### src/rtl/result_pkg.sv
// Shared encodings for the dice/lights result bus checker.
package result_pkg;

    typedef enum logic [1:0] {
        HUNT   = 2'd0,
        VERIFY = 2'd1,
        LOCKED = 2'd2
    } state_e;

    localparam logic [2:0] LIGHT_RED = 3'b100;
    localparam logic [2:0] LIGHT_RA  = 3'b110;
    localparam logic [2:0] LIGHT_GRN = 3'b001;
    localparam logic [2:0] LIGHT_AMB = 3'b010;

    localparam logic [2:0] DICE_MIN  = 3'd1;
    localparam logic [2:0] DICE_MAX  = 3'd6;

endpackage

### src/rtl/result_predict.sv
// Combinational predictor: next legal value from the previous sample, plus
// legality of the value currently on the bus for the selected source.
module result_predict
    import result_pkg::*;
(
    input  logic       sel,
    input  logic [2:0] last_val,
    input  logic       btn_q,
    input  logic [2:0] result,
    output logic [2:0] expected,
    output logic       legal
);

    always_comb begin
        expected = last_val;
        if (sel) begin
            case (last_val)
                LIGHT_RED: expected = LIGHT_RA;
                LIGHT_RA:  expected = LIGHT_GRN;
                LIGHT_GRN: expected = LIGHT_AMB;
                LIGHT_AMB: expected = LIGHT_RED;
                default:   expected = LIGHT_RED;
            endcase
        end else if (btn_q) begin
            expected = (last_val == DICE_MAX) ? DICE_MIN : last_val + 3'd1;
        end
    end

    always_comb begin
        if (sel)
            legal = (result == LIGHT_RED) || (result == LIGHT_RA) ||
                    (result == LIGHT_GRN) || (result == LIGHT_AMB);
        else
            legal = (result >= DICE_MIN) && (result <= DICE_MAX);
    end

endmodule

### config.mk
export PLATFORM = sky130hd
export DESIGN_NAME = result_predict
export DESIGN_NICKNAME = d
export VERILOG_FILES = /design/src/rtl/result_pkg.sv /design/src/rtl/result_predict.sv
export SDC_FILE = /design/constraint.sdc
export NUM_CORES = 1
export LEC_CHECK = 0
export CAP_MARGIN = 20
export CORE_AREA = 3 3 40 42
export DETAILED_ROUTE_END_ITERATION = 8
export DIE_AREA = 0 0 43 45
export SLEW_MARGIN = 10
export SYNTH_ARGS = -nofsm -noshare
export SYNTH_HDL_FRONTEND = slang
export SYNTH_SLANG_ARGS = --single-unit
### constraint.sdc
create_clock -name vclk -period 0.8
set_input_delay 0.16 -clock vclk [all_inputs]
set_output_delay 0.16 -clock vclk [all_outputs]
set_load 0.02 [all_outputs]
==> impl_metrics.yaml <==
sta:
  fmax_mhz: 1000
  grt_setup_unrepaired: "true"
  setup_slack_ps: -197
  period_minus_slack_ps: 997
  hold_slack_ps: 658
  finalMaxSlewViolations: 0
  worst_pin_slew_ps: 229
  hold_viol_final: 0
  fin_crit_sh_pct: 125
  timing.slew.headroom_pct: 84.7
  setup_viol: 4
finish:
  diodes: 0
  synthToLayoutAreaGrowth_pct: 145
  register_area_um2: 0
  fill_cells: 140
  fin_nets: 45
  drive_above_1_share_pct: 68.6
  design.seq.count: 0
  clock_buffer_count: 0
worst_setup_path:
  critPathRequiredTime_ps: 640
  crit_path_start_kind: "primary input"
  crit_fanout: 6
  arrival_ps: 840
  critical_path_class: "primary input to output port"
  worst_setup_path_end_kind: "output port"
route:
  antenna_left: 0
  viasPerCell: 4.22
  routed_wl_um: 468
  first_pass_iters: 2
  wl_per_cell_um: 9.36
  route.detailed.drc: 0
  drt_iter0_markers: 2
  num_vias: 211
die:
  fp.dieW_um: 43
  ios: 12
  rows: 13
  core_mm2: 0.00128
  start_util_pct: 11.4
  die-height_um: 45
  dieArea_mm2: 0.00194
pwr:
  power.density_mw_per_mm2: 610
  ir_worst_vdd_mv: 0.207
  swShare_pct: 44.4
  leakage_nw: 0.152
  p_comb_share_pct: 100.0
  switching_power_mw: 0.0973
  power_mw: 0.219
  p_int_mw: 0.122
  clkPwrFrac_pct: 0
  pwr-share-seq_pct: 0
logic_synthesis:
  yosysWarnings: 0
  synthesis.nets: 27
  seq_area_frac_synth_pct: 0
  syn_area_um2: 146
  synth.avg_cell_area_um2: 7.70
  yosysTopAreaCellShare_pct: 8.55
  synth_cell_type_count: 19
  syn_inst: 19
  synth_area_leader_cell: "nor3b_2"
  synth.area.top_cells: "nor3b_2, o31ai_2, buf_6"
status:
  status: "finished with violations"
  failed_checks: "setup timing"
global_routing:
  grt_max_degree: 8
  grt_antenna_before_repair: 0
  grt-ovfl-total: 0
  grt.total_usage_pct: 4.64
  grt_pass1_vias: 177
  grt_first_pass_wirelength_um: 745
place:
  port_buffers: 12
  pre_cts_ws_ps: -1140
  gp_congestion: 0.657
worst_hold_path:
  worstHoldPathType: "primary input to output port"
run:
  cap_violations: 0
clock_network:
  hold_buffers: 0
==> cells in the mapped netlist <==
library cell  count
o21ai_1           1
nand2_1           1
nor2b_1           1
a21oi_2           1
nor2_1            1
a21oi_1           1
o211ai_1          1
a31oi_1           1
nor3_1            1
a41oi_1           1
a32oi_1           1
o211a_1           1
o31ai_2           1
nor3b_2           1
inv_2             1
nand3b_1          1
maj3_2            1
xor2_1            1
buf_6             1
==> per-stage QoR <==
stage                     instance area [um^2]  TNS (ps)  cells  utilization [%]
after floorplan                            166      -212     19                -
after global placement                     313     -4470     48             24.3
after detailed placement                   313     -4470     48             24.3
after CTS                                  329      -841     48             25.6
after global routing                       359      -910     50             27.9
final                                      359      -744     50             27.9
==> cell usage in the layout (no fill, tap or decap) <==
master and n:
buf_6 8, buf_4 4, buf_2 2, buf_8 2, a21oi_1 1, o211a_1 1
xor2_1 1, nand3b_1 1, o31ai_4 1, nor2b_4 1, a31oi_1 1, nor2_1 1
nand2_1 1, o21ai_1 1, maj3_2 1, nor3_2 1, a21oi_4 1, inv_2 1
nor3b_2 1, a41oi_2 1, a32oi_1 1, o211ai_1 1, dlygate4sd2_1 1
==> power groups by stage <==
stage | clock network (mW) | logic (mW) | registers, mW
2_1_floorplan | 0 | 0.0932 | 0
3_3_place_gp | 0 | 0.196 | 0
3_5_place_dp | 0 | 0.197 | 0
4_1_cts | 0 | 0.205 | 0
5_1_grt | 0 | 0.234 | 0
6_report | 0 | 0.219 | 0
==> timing repair <==
action	4_1_cts	5_1_grt
gates resized for setup	64	3
endpoints found under the setup margin	4	4
setup buffers	0	2
pin swaps	7	5
==> logic make-up (layout without fill, tap and decap cells) <==
kind of cell,count (synthesis),after routing,synth area share [%]
fa+ha+maj,1,1,7.69
simple gates,6,6,26.5
compound gates,9,9,49.6
buf+inv,2,18,10.3
xor+xnor,1,1,5.98
==> final cells by class <==
| cell class | count | area [um^2] | share of cell area, % |
|---|---|---|---|
| Timing Repair Buffer | 17 | 169 | 47.0 |
| Inverter | 1 | 3.75 | 1.05 |
| Tap cell | 15 | 18.8 | 5.23 |
| Multi-Input combinational cell | 17 | 168 | 46.7 |
==> routing by layer <==
layer / up-vias / wire (um) / track usage (%) / share of wire, %
li1: 109 / - / - / -
met1: 92 / 200 / 7.38 / 43
met2: 10 / 210 / 6.89 / 45
met3: 0 / 56 / 0.797 / 12
met4: 0 / 0 / 0 / 0
met5: - / 0 / 0 / 0
==> worst max-delay path, cell delays in order <==
cell and delay (ps):
buf_6 110, o211a_1 240, o31ai_4 180, buf_6 150
==> worst paths after layout <==
| path | end | startpoint | cells past startpoint | slack (ps) |
|---|---|---|---|---|
| worst max-delay path | expected[1] | last_val[2] | 4 | -200 |
| worst min-delay path | legal | result[1] | 4 | 660 |
(Power assumes the default switching activity.)
